File: src/rtl/ysyx_ifu_axi_rd.sv
// ysyx_ifu_axi_rd
// Instruction-fetch read bridge. Converts the IFU's level-held fetch request into
// one AXI4-Lite read at a time and returns a single-cycle response pulse.
// Misaligned fetches are answered locally with an error. A pipeline flush abandons
// the fetch, although any bus transaction already started is still retired. A
// timeout watchdog forces an error response when the slave stalls.
//
// Ports
//   clk, rst_n               clock, asynchronous active-low reset
//   ifu_araddr, ifu_arvalid  fetch request from the IFU (level-held)
//   flush                    pipeline redirect
//   ifu_rdata/rvalid/rerr    fetch response pulse back to the IFU
//   m_ar*, m_r*              AXI4-Lite read address / read data channels
//
// States
//   IDLE     | waiting for a fetch request
//   AR       | address presented, waiting for m_arready
//   R        | waiting for the read beat
//   RESP     | ifu_rvalid pulse cycle
//   HOLD     | response given; IFU still holds the same request
//   DRAIN_AR | abandoned fetch, address still owed to the bus
//   DRAIN_R  | abandoned fetch, read beat still owed by the bus
module ysyx_ifu_axi_rd #(
  parameter int ADDR_W  = 32,
  parameter int DATA_W  = 32,
  parameter int TIMEOUT = 255
) (
  input  logic              clk,
  input  logic              rst_n,
  input  logic [ADDR_W-1:0] ifu_araddr,
  input  logic              ifu_arvalid,
  input  logic              flush,
  output logic [DATA_W-1:0] ifu_rdata,
  output logic              ifu_rvalid,
  output logic              ifu_rerr,
  output logic [ADDR_W-1:0] m_araddr,
  output logic              m_arvalid,
  input  logic              m_arready,
  input  logic [DATA_W-1:0] m_rdata,
  input  logic [1:0]        m_rresp,
  input  logic              m_rvalid,
  output logic              m_rready
);

  typedef enum logic [2:0] {
    S_IDLE, S_AR, S_R, S_RESP, S_HOLD, S_DRAIN_AR, S_DRAIN_R
  } state_t;

  localparam logic [8:0] TO_VAL = 9'(TIMEOUT);

  state_t            state, state_nxt;
  logic [7:0]        cnt, cnt_nxt, cnt_inc;
  logic [ADDR_W-1:0] addr_q, addr_nxt;
  logic [DATA_W-1:0] data_q, data_nxt;
  logic              err_q, err_nxt;
  logic              resp_q, resp_nxt;
  logic              timeout;

  // The counter holds the number of AR/R cycles already completed, so the
  // current cycle is the TIMEOUT-th one when cnt+1 reaches TIMEOUT.
  assign cnt_inc = ({1'b0, cnt} >= TO_VAL) ? cnt : cnt + 8'd1;
  assign timeout = (TIMEOUT != 0) && (({1'b0, cnt} + 9'd1) == TO_VAL);

  always_ff @(posedge clk or negedge rst_n) begin
    if (!rst_n) begin
      state  <= S_IDLE;
      cnt    <= '0;
      addr_q <= '0;
      data_q <= '0;
      err_q  <= 1'b0;
      resp_q <= 1'b0;
    end else begin
      state  <= state_nxt;
      cnt    <= cnt_nxt;
      addr_q <= addr_nxt;
      data_q <= data_nxt;
      err_q  <= err_nxt;
      resp_q <= resp_nxt;
    end
  end

  always_comb begin
    state_nxt = state;
    cnt_nxt   = cnt;
    addr_nxt  = addr_q;
    data_nxt  = data_q;
    err_nxt   = err_q;
    resp_nxt  = 1'b0;
    case (state)
      S_IDLE: begin
        if (ifu_arvalid && !flush) begin
          addr_nxt = ifu_araddr;
          if (ifu_araddr[1:0] != 2'b00) begin
            state_nxt = S_RESP;
            resp_nxt  = 1'b1;
            err_nxt   = 1'b1;
            data_nxt  = '0;
          end else begin
            state_nxt = S_AR;
            cnt_nxt   = '0;
          end
        end
      end
      S_AR: begin
        cnt_nxt = cnt_inc;
        if (flush) begin
          state_nxt = m_arready ? S_DRAIN_R : S_DRAIN_AR;
        end else if (timeout) begin
          // forced error pulse is issued while the bus is retired
          state_nxt = m_arready ? S_DRAIN_R : S_DRAIN_AR;
          resp_nxt  = 1'b1;
          err_nxt   = 1'b1;
          data_nxt  = '0;
        end else if (m_arready) begin
          state_nxt = S_R;
        end
      end
      S_R: begin
        cnt_nxt = cnt_inc;
        if (flush) begin
          state_nxt = m_rvalid ? S_IDLE : S_DRAIN_R;
        end else if (m_rvalid) begin
          // real data takes priority over a coincident timeout
          state_nxt = S_RESP;
          resp_nxt  = 1'b1;
          err_nxt   = (m_rresp != 2'b00);
          data_nxt  = m_rdata;
        end else if (timeout) begin
          state_nxt = S_DRAIN_R;
          resp_nxt  = 1'b1;
          err_nxt   = 1'b1;
          data_nxt  = '0;
        end
      end
      S_RESP: begin
        state_nxt = flush ? S_IDLE : S_HOLD;
      end
      S_HOLD: begin
        if (flush || !ifu_arvalid || (ifu_araddr != addr_q)) begin
          state_nxt = S_IDLE;
        end
      end
      S_DRAIN_AR: begin
        if (m_arready) state_nxt = S_DRAIN_R;
      end
      S_DRAIN_R: begin
        if (m_rvalid) state_nxt = S_IDLE;
      end
      default: state_nxt = S_IDLE;
    endcase
  end

  // A flush in the pulse cycle suppresses the response.
  assign ifu_rvalid = resp_q & ~flush;
  assign ifu_rerr   = err_q;
  assign ifu_rdata  = data_q;
  assign m_araddr   = addr_q;
  assign m_arvalid  = (state == S_AR) || (state == S_DRAIN_AR);
  assign m_rready   = (state == S_R) || (state == S_DRAIN_R);

endmodule
File: config.mk
export PLATFORM = sky130hd
export DESIGN_NAME = ysyx_ifu_axi_rd
export DESIGN_NICKNAME = d
export VERILOG_FILES = /design/src/rtl/ysyx_ifu_axi_rd.sv
export SDC_FILE = /design/constraint.sdc
export NUM_CORES = 1
export LEC_CHECK = 0
export BUFFER_PORTS_ARGS = -buffer_cell sky130_fd_sc_hd__buf_2
export CORE_MARGIN = 10
export CORE_UTILIZATION = 39
export CTS_BUF_LIST = sky130_fd_sc_hd__clkbuf_2 sky130_fd_sc_hd__clkbuf_4 sky130_fd_sc_hd__clkbuf_8
export CTS_CLUSTER_DIAMETER = 50
export DETAILED_ROUTE_END_ITERATION = 6
export PLACE_DENSITY_LB_ADDON = 0.08
export SLEW_MARGIN = 5
export SYNTH_ARGS = -nofsm -noshare
export SYNTH_HDL_FRONTEND = slang
export SYNTH_SLANG_ARGS = --single-unit
File: constraint.sdc
create_clock -name clk -period 2.7 [get_ports clk]
set_input_delay 0.27 -clock clk [delete_from_list [all_inputs] [get_ports clk]]
set_output_delay 0.27 -clock clk [all_outputs]
set_load 0.05 [all_outputs]
; Word level (Yosys, flattened, before mapping)
; Cells that the tools add are included.
[word_totals]
ff_bits = 77
elab_cells = 87
[classes]
add_sub_neg = 2
n_lt_le_gt_ge = 1
n_eq_ne = 19
n_mux = 40
bitwise_logic = 2
reduce_logical = 17
[op_table]
columns = op, count
row1 = 2-to-1 mux 32 bit, 6
row2 = one-hot mux 32 bit (3 select lines), 1
row3 = 2-to-1 mux 3 bit, 12
row4 = inequality test 32 bit, 1
row5 = 2-to-1 mux 8 bit, 3
row6 = one-hot mux 3 bit (7 select lines), 1
row7 = inequality test 2 bit (second input constant), 9
row8 = one-hot mux 8 bit (2 select lines), 1
row9 = 2-to-1 mux 1 bit, 12
row10 = adder 8 x 1 -> 9 bit (second input constant), 1
row11 = equality test 3 bit (second input constant), 3
row12 = equality test 9 x 8 -> 1 bit (second input constant), 1
row13 = adder 8 x 1 -> 8 bit (second input constant), 1
row14 = greater-or-equal comparator 8 bit (second input constant), 1
row15 = inequality test 4 bit (second input constant), 2
row16 = equality test 3 x 2 -> 1 bit (second input constant), 2
row17 = one-hot mux 1 bit (3 select lines), 2
row18 = AND reduction 6 bit, 1
row19 = nonzero test 2 bit, 3
row20 = AND reduction 5 bit, 1
row21 = logical OR 1 bit, 4
row22 = 2-to-1 mux 2 bit, 2
row23 = AND reduction 4 bit, 1
row24 = equality test 3 x 1 -> 1 bit (second input constant), 1
row25 = 8 further kinds, 9

; Depth between registers and ports, before layout
; Gate-level depths: netlist of the first run.
[logic_depth]
ltp_word = 6
depth_mapped = 9
mapped_depth_nobuf = 8

; Least setup slack after synthesis of the first run
; No wires, ideal clock.
[synth_path]
path_kind = register to register
startpoint = register state[0]
endpoint = register state[1]
setup_ps = 127
arrival_time_ps = 2000
t_required_ps = 2573
slack_ps = 572
stages_incl_launch_ff = 8
n_path_buf = 1
synth_period_minus_slack_ps = 2128
cell_sequence = dfrtp_1 -> buf_6 -> or3b_1 -> or4_1 -> nor4_2 -> nand3_1 -> nand3_1 -> mux2_1
[synth_between]
elab_chain_len = 3
elab_cells_between_ends = 15
cone_classes = 12 x eq/ne / 1 x mux / 2 x reduce/logical
[synth_lines]
columns = element, line_no
row1 = from (decl), 51  ; state_t state, state_nxt;
row2 = from (signal assigned), 73  ; state <= state_nxt;
row3 = equality test 3 x 2 -> 1 bit (tied with other cells), 89  ; case (state)
row4 = inequality test 4 bit (no source line) or inequality test 2 bit (tied branches), -
row5 = AND reduction 6 bit (no source line), -
; Parallel ways exist; a longest one is shown, timed or not.
; A chain may end at the register's enable or synchronous reset.

; Worst setup path in the final report of the first run
[layout_path]
startpoint = register state[1]
endpoint = register data_q[0], in the netlist ifu_rdata[0]
[layout_between]
elab_chain_len = 3
elab_cells_between_ends = 10
cone_classes = 6 x eq/ne / 1 x mux / 3 x reduce/logical
[layout_lines]
columns = element, line_no
row1 = equality test 3 x 2 -> 1 bit (tied with other cells), 89
row2 = inequality test 2 bit (no source line) or nonzero test 3 bit (tied branches), -
row3 = AND reduction 5 bit (no source line), -
row4 = to (signal assigned), 76  ; data_q <= data_nxt;
row5 = to (decl), 54  ; logic [DATA_W-1:0] data_q, data_nxt;
; Parallel ways exist; a longest one is shown, timed or not.

==> results of run 1 <==
==> metrics by stage <==
| stage | utilization, % | cells |
|---|---|---|
| finish | 52.0 | 546 |
| global route | 52.0 | 546 |
| CTS | 52.0 | 546 |
| detailed placement | 49.3 | 530 |
| global placement | 49.3 | 530 |
| floorplan | - | 297 |
==> registers in the layout (all words and copies together), names as in the netlist <==
signal,cells
ifu_rerr,1
ifu_rdata,32
resp_q,1
state,3
cnt,8
m_araddr,32
==> final timing paths <==
check,start,end,slack (ns)
worst max register to register,state[1],ifu_rdata[0],0.32
worst max-delay path,state[1],ifu_rdata[0],0.32
worst min register to register,ifu_rdata[4],ifu_rdata[4],0.50
worst min-delay path,rst_n,m_araddr[12],0.07
min in group clk,m_rdata[25],ifu_rdata[25],0.13
max in group asynchronous,rst_n,state[0],2.00
==> cell usage after synthesis, types with 2 or more instances <==
library cell / n
o21a_1: 2
a22o_1: 32
nand2b_1: 4
nor3_1: 5
or4_1: 2
nand3_1: 4
o32ai_1: 2
nor4_1: 2
dfrtp_1: 77
inv_1: 4
xor2_1: 5
nor2_1: 9
o31ai_1: 2
nand4_1: 8
o21ai_0: 2
and3b_1: 2
buf_2: 6
buf_6: 4
o21ai_1: 12
a31oi_1: 3
o2111ai_1: 2
nor2b_1: 3
nand2_1: 11
ha_1: 2
inv_2: 3
clkbuf_1: 7
and3_1: 3
or3b_1: 2
mux2_1: 33
xnor2_1: 29
a21oi_1: 4
==> power by group <==
part	total (mW)	internal, mW	switching, mW
Combinational	3.62	1.06	2.57
Clock	1.06	0.625	0.439
Sequential	2.14	1.69	0.450
Total	6.83	3.37	3.45
==> logic make-up after synthesis <==
group           after synthesis
compound gates               66
fa+ha+maj                     2
xor+xnor                     34
simple gates                 59
flops                        77
buf+inv                      24
mux                          35
==> routing by layer <==
| layer | track usage [%] | routed length (µm) | vias to the layer above |
|---|---|---|---|
| met3 | 5.17 | 722 | 10 |
| met4 | 5.50 | 119 | 0 |
| met5 | 0 | 0 | - |
| met2 | 22.6 | 4770 | 80 |
| li1 | - | - | 1350 |
| met1 | 16.6 | 3910 | 1351 |
==> worst reg2reg max path, stage by stage (launching register included) <==
cell	delay, ns
dfrtp_1	0.49
or3b_1	0.42
or3_1	0.51
o32a_2	0.49
a22o_1	0.35
==> cell type report <==
class                      count  area share [%]
inverter                       7           0.571
clock buffer                  10            2.86
tap                          108            2.94
multi-input combinational    196            33.7
timing repair buffer         142            15.7
clock inverter                 6            2.42
sequential                    77            41.9
==> run metrics, run 1 <==
sequential fraction of the synthesis area 53.6%; share of the synthesized area in the top cell type 53.6%; hold buffers post-CTS 0; Rows 34; cell count along the critical path 4; commonest non-fill, non-tap cell in the layout buf_2; DP Area 4360 µm²; largest cells by area after synthesis dfrtp_1 (54%), mux2_1 (10%), a22o_1 (7.8%); Worst-Margin Slew 0.979 ns; Synth Area in XOR/XNOR 8.28%; Final min period 2.38 ns; Fin Hold WS 0.0719 ns; Layout area overhead 27.9%; number of synthesized register bits 77; TritonCTS buffer count 9; Sink Count 77; Period Utilization, post-route 88.2%; WP buf/inv 0; vias in the first global route 2,946; PwrDens 1480 nW/µm²; clock slew at the register clock pins of the worst setup and hold paths 0.08 ns; Max Clock Skew 0.00801 ns; register area 1930 µm²; worst slack, placed 0.291 ns; CP Max Fanout 33; WP data required 2.93 ns; footprint of the multi-input gates 1550 µm²; delay-heaviest family, CP simple AND/OR/NAND/NOR gates; Pins Over Slew Limit 0; Final setup viols 0; slowest library cell on the worst path or3_1; Net Count, Synth 371; Leak 2.22 nW; Post-synth ARST share 100%; mux share of post-synthesis cell area 10.9%; max-cap violation count 0; cells along the critical path or3b_1 -> or3_1 -> o32a_2 -> a22o_1; first-pass detailed-route iteration total 4; total number of vias 2,791; post-CTS sizing 0; Total GRT Usage 14.0%; final setup margin 0.320 ns; antenna violation net count after detailed routing 0; length in cells of the worst reg-to-reg path 4; post-synth top area cell dfrtp_1; CTS H-tree lvls 3; Initial DRC Count 123; number of post-CTS setup repair buffers 0; IO Pins 140; first-pass GRT wire length 14,900 µm; total power 6.83 mW; layout cells sized above 1 37.7%; clk root buf clkbuf_8; Max stage delay on crit path 0.51 ns; TNS Setup 0 ns; Post-Synth Adder-Cell Area 0.696%; Synth Area in Simple Gates 9.15%; Hold WC Path Type in2async; Compound-Gate Fraction of Synth Area 13.8%; CP Class reg2reg; HPWL after DPL 7100 µm; Syn Area/Cell 12.1 µm²; Netlist cell types 42; Final Hold Vio Count 0; most frequent cells in the layout buf_2 (138), dfrtp_1 (77), mux2_1 (33); Nets 507; status completed; Starting Density 40.7%; Yosys Warn Count 0; RSZ-0062 raised after global routing no; Design Area, Final 4600 µm²; Core ar. 8850 µm²; Worst EP arrival 2.61 ns; DR vias/cell 5.11; Die Area 13,500 µm²; Worst-Skew Late Latency 0.35 ns; CP endpoint kind flop; FILL cells 850; CTS Buffer Depth 2; largest net degree at the start of global routing 78; main flop type after synthesis dfrtp_1; DRC Markers 0; Port Buffers 139; Cells after Synth 297; crit path launch type flop; CTS tree done; Routed WL 9520 µm; gr ovfl total 0; Post-Syn Area 3600 µm²; Slew headroom 34.7%; Peak supply drop 0.686 mV; WL/cell 17.4 µm; fmax 0.420 GHz; Vert. Die Dim 116 µm; Placer Congestion 0.804; Die X 116 µm; main combinational cell family by area after synthesis compound AO/OA/AOI/OAI gates; initial antenna violation count 0; antenna cells 0; Post-synth EDFFs 0
No activity file was read; power rests on OpenSTA's default activity.
==> inputs of run 2 (changes only) <==
CORE_MARGIN = not set   (was 10)
RECOVER_POWER = 25   (was not set)
==> run 2 against run 1 <==
  * The run now ends with DRC, capacitance limit, slew limit left
  * Sequential share of layout area up 0.78 points
  * First-iteration DRC count up 9.8%
  * Critical path type unchanged
  * Flip-flop and latch count unchanged
  * Routed wire length down 16%
==> run metrics, run 2 (same netlist as run 1, synthesis figures left out) <==
Max stage delay on crit path 0.62 ns (+0.11 ns); gr ovfl total 0 (unchanged); fmax 0.407 GHz (-3.1%); fin cells 545 (-0.18%); first-pass detailed-route iteration total 6 (+2); DR vias/cell 5.15 (+0.83%); max-cap violation count 1 (+1); Vert. Die Dim 98.0 µm (-16%); cells along the critical path ha_1 -> nor2b_1 -> nand2_1 -> a21oi_1 -> a31oi_1 -> o32a_2 -> a22o_1; Period Utilization, post-route 91.0% (+2.8 points); IO Pins 140 (unchanged); RSZ-0062 raised after global routing no; vias in the first global route 2,724 (-7.5%); most frequent cells in the layout buf_2 (138), dfrtp_1 (77), mux2_1 (33); CP Max Fanout 33 (unchanged); CTS tree done; Peak supply drop 0.747 mV (+8.9%); Highest Signal Layer met4; WL/cell 14.6 µm (-16%); Slew headroom -28.3% (-63 points); first-pass GRT wire length 13,400 µm (-10%); WL met1 3670 µm (-6.4%); Hold WC Path Type in2reg; WP buf/inv 0 (unchanged); commonest non-fill, non-tap cell in the layout buf_2; Leak 2.18 nW (-1.8%); placed cell count 531 (+0.19%); layout cells sized above 1 37.5% (-0.14 points); CTS H-tree lvls 3 (unchanged); Worst-Margin Slew 1.93 ns (+0.946 ns); Final min period 2.46 ns (+0.0762 ns); FILL cells 854 (+0.47%); Die Area 9610 µm² (-29%); TNS Setup 0 ns (unchanged); WP data required 2.93 ns (about the same); total number of vias 2,809 (+0.64%); PwrDens 1420 nW/µm² (-4.0%); Max Clock Skew 0.0110 ns (+0.00301 ns); Total GRT Usage 17.4% (+3.5 points); CTS Buffer Depth 2 (unchanged); HPWL after DPL 5700 µm (-20%); Core ar. 8810 µm² (-0.48%); failing checks DRC, capacitance limit, slew limit; status finished, violations left; Sink Count 77 (unchanged); CP endpoint kind flop; Placer Congestion 0.795 (-1.1%); Port Buffers 139 (unchanged); number of post-CTS setup repair buffers 0 (unchanged); initial antenna violation count 0 (unchanged); CP Class reg2reg; Rows 34 (unchanged); slowest library cell on the worst path o32a_2; post-CTS sizing 0 (unchanged); crit path launch type flop; Initial DRC Count 135 (+9.8%); DRC Markers 5 (+5); final setup margin 0.244 ns (-0.0762 ns); Die X 98.0 µm (-16%); Pins Over Slew Limit 78 (+78); met3 wire len 396 µm (-45%); delay-heaviest family, CP compound AO/OA/AOI/OAI gates; met2 wire length 3820 µm (-20%); Nets 508 (+0.20%); Starting Density 40.8% (+0.20 points); Worst EP arrival 2.68 ns (+0.07 ns); worst slack, placed 0.284 ns (-0.00654 ns); antenna cells 0 (unchanged); largest net degree at the start of global routing 78 (unchanged); clk root buf clkbuf_8; Final Hold Vio Count 0 (unchanged); Worst-Skew Late Latency 0.34 ns (about the same); TritonCTS buffer count 9 (unchanged); antenna violation net count after detailed routing 0 (unchanged); Layout area overhead 25.6%; Final setup viols 0 (unchanged); Fin Hold WS 0.143 ns (+0.0716 ns); hold buffers post-CTS 0 (unchanged); Routed WL 7980 µm (-16%); clock slew at the register clock pins of the worst setup and hold paths 0.08 ns (about the same)
[run 2: cell count changes in the layout (fill, tap and decap cells not counted)]
cell,previous run,this run
bufinv_16,3,0
clkinv_2,1,3
clkbuf_2,0,1
clkbuf_4,1,0
clkinv_4,1,0
clkinvlp_4,1,2
[run 2: area by class of cell]
| type | instances | area, µm² | area share, % |
|---|---|---|---|
| sequential | 77 | 1930 | 42.7 |
| tap | 108 | 135 | 2.99 |
| timing repair buffer | 143 | 726 | 16.1 |
| clock inverter | 5 | 30.0 | 0.665 |
| multi-input combinational | 196 | 1550 | 34.3 |
| clock buffer | 9 | 124 | 2.74 |
| inverter | 7 | 26.3 | 0.582 |
[run 2: per-stage QoR]
stage                     instance area (µm²)  utilization (%)  power, mW
final                                    4520             51.3       6.44
after floorplan                          3600                -       4.91
after global placement                   4370             49.6       5.72
after CTS                                4520             51.3       6.51
after detailed placement                 4370             49.6       5.76
after global routing                     4520             51.3       6.82
[run 2: per-layer routing]
metal  up-vias  GRT usage, %
met1      1366          23.2
met5         -             0
met2        73          27.5
met4         0          6.29
met3         9          4.44
li1       1361             -
[run 2: where the power goes]
part	internal, mW	leakage [nW]	switching, mW
Sequential	1.69	0.961	0.441
Clock	0.319	0.0767	0.411
Combinational	1.06	1.15	2.52
Total	3.07	2.18	3.37
[run 2: worst paths after layout]
path	startpoint	cells after the start	slack, ns	end
max	cnt[1]	7	0.24	ifu_rdata[1]
min	m_rdata[17]	2	0.14	ifu_rdata[17]
max reg2reg	cnt[1]	7	0.24	ifu_rdata[1]
min reg2reg	ifu_rdata[17]	1	0.50	ifu_rdata[17]
max in group asynchronous	rst_n	1	1.09	m_araddr[31]
min in group asynchronous	rst_n	1	0.42	m_araddr[16]
==> inputs of run 3 (changes only) <==
BUFFER_PORTS_ARGS = not set   (was -buffer_cell sky130_fd_sc_hd__buf_2)
DONT_BUFFER_PORTS = 1   (was not set)
==> run 3 against run 2 <==
  * The flow still finishes with violations (DRC, capacitance limit, slew limit)
  * Critical endpoint is now state[1]
  * Non-clock buffer count down 133
  * Largest cell class unchanged
  * Cell area fell by 13%
  * Clock skew is 0.0039 ns lower
  * Cell count decreased by 24%
  * Sequential share of layout area rose by 6.5 points
  * Critical path depth decreased by 1
  * Flip-flop and latch count did not move
  * Highest routed layer unchanged
  * Die area did not move
  * Maximum frequency grew 4.6%
==> run metrics, run 3 (same netlist as run 1, synthesis figures left out) <==
status finished, violations left; crit-path most repeated cell nand3_1; CTS tree done; register area 1930 µm² (unchanged); Placer Congestion 0.737 (-7.4%); Slew headroom -26.6% (+1.7 points); Worst EP arrival 2.57 ns (-0.11 ns); Starting Density 40.8% (unchanged); TNS Setup 0 ns (unchanged); Routed WL 7500 µm (-6.1%); Layout area overhead 8.97%; first-pass detailed-route iteration total 6 (unchanged); Hold WC Path Type in2reg; WL/cell 18.1 µm (+24%); IO Pins 140 (unchanged); antenna cells 0 (unchanged); FILL cells 823 (-3.6%); failing checks DRC, capacitance limit, slew limit; Sink Count 77 (unchanged); TritonCTS buffer count 9 (unchanged); Rows 34 (unchanged); gr ovfl total 0 (unchanged); HPWL after DPL 5250 µm (-7.9%); vias in the first global route 2,336 (-14%); Final min period 2.35 ns (-0.108 ns); CP Class reg2reg; CTS Buffer Depth 2 (unchanged); footprint of the multi-input gates 1550 µm² (unchanged); crit path launch type flop; Core ar. 8810 µm² (unchanged); final setup margin 0.352 ns (+0.108 ns); Max Clock Skew 0.00713 ns (-0.00389 ns); Initial DRC Count 84 (-38%); most frequent cells in the layout dfrtp_1 (77), mux2_1 (33), a22o_1 (32); WP data required 2.93 ns (about the same); layout cells sized above 1 10.5% (-27 points); initial antenna violation count 0 (unchanged); Port Buffers 0 (-100%); largest net degree at the start of global routing 78 (unchanged); clock slew at the register clock pins of the worst setup and hold paths 0.08 ns (about the same); max-cap violation count 1 (unchanged); Vert. Die Dim 98.0 µm (unchanged); Period Utilization, post-route 87.0% (-4.0 points); total number of vias 2,333 (-17%); Pins Over Slew Limit 78 (unchanged); DR vias/cell 5.64 (+9.3%); CP endpoint kind flop; Final setup viols 0 (unchanged); Worst-Skew Late Latency 0.34 ns (about the same); Total GRT Usage 15.9% (-1.5 points); worst slack, placed 0.337 ns (+0.0533 ns); CP Max Fanout 12 (-64%); Nets 375 (-26%); commonest non-fill, non-tap cell in the layout dfrtp_1; RSZ-0062 raised after global routing no; slowest library cell on the worst path or4_1; Die X 98.0 µm (unchanged); fmax 0.426 GHz (+4.6%); DRC Markers 5 (unchanged); first-pass GRT wire length 12,000 µm (-10%); CTS H-tree lvls 3 (unchanged); Die Area 9610 µm² (unchanged); Worst-Margin Slew 1.90 ns (-0.0255 ns); cells along the critical path or3b_1 -> or4_1 -> nor4_2 -> nand3_1 -> nand3_1 -> mux2_1; clk root buf clkbuf_8; Max stage delay on crit path 0.55 ns (-0.07 ns); antenna violation net count after detailed routing 0 (unchanged); Final Hold Vio Count 0 (unchanged)
run 3: layout make-up:
| cell class | count | share of cell area [%] |
|---|---|---|
| clock buffer | 10 | 3.35 |
| clock inverter | 6 | 1.63 |
| inverter | 7 | 0.670 |
| multi-input combinational | 196 | 39.5 |
| sequential | 77 | 49.2 |
| tap | 108 | 3.45 |
| timing repair buffer | 10 | 2.23 |
run 3: final timing paths:
path	from	end	slack, ns	depth (start not counted)
setup / recovery	state[1]	state[1]	0.35	6
hold / removal	m_arready	state[0]	0.05	1
setup reg to reg	state[1]	state[1]	0.35	6
max in group asynchronous	rst_n	ifu_rdata[10]	0.57	2
hold reg to reg	cnt[7]	cnt[7]	0.52	1
min in group asynchronous	rst_n	m_araddr[16]	0.97	2
run 3: stage by stage:
| step | util [%] | hold WS, ns | std cells | area, µm² |
|---|---|---|---|---|
| floorplan | - | -0.0256 | 297 | 3600 |
| global placement | 42.1 | -0.0241 | 396 | 3710 |
| detailed placement | 42.1 | -0.0240 | 396 | 3710 |
| CTS | 44.8 | 0.0255 | 414 | 3940 |
| global route | 44.5 | 0.0269 | 414 | 3920 |
| finish | 44.5 | 0.0456 | 414 | 3920 |
run 3: per-layer routing:
metal / share of wire [%] / GRT usage [%] / up-vias / routed length, µm
met5: 0 / 0 / - / 0
met4: 1.3 / 5.48 / 0 / 98
met3: 7.5 / 6.08 / 8 / 564
met2: 49 / 25.4 / 83 / 3690
met1: 42 / 19.7 / 1150 / 3140
li1: - / - / 1092 / -
run 3: repair_timing:
| item | 4_1_cts | 5_1_grt |
|---|---|---|
| hold buffers | 2 | 0 |
| setup buffers | 0 | 0 |
| setup endpoints to repair | 0 | 0 |
| endpoints found under the hold margin | 77 | 0 |
| gates resized for setup | 0 | 0 |
run 3: critical path: cells and delay by family, from the launching register on:
family | cells | cell delay, ns
and+or+nand+nor | 5 | 1.41
DFF | 1 | 0.51
muxes | 1 | 0.32
Power of run 3 is left out: the tool's default activity adds up to more than one toggle a clock period on the data nets, which glitch-free logic cannot reach.
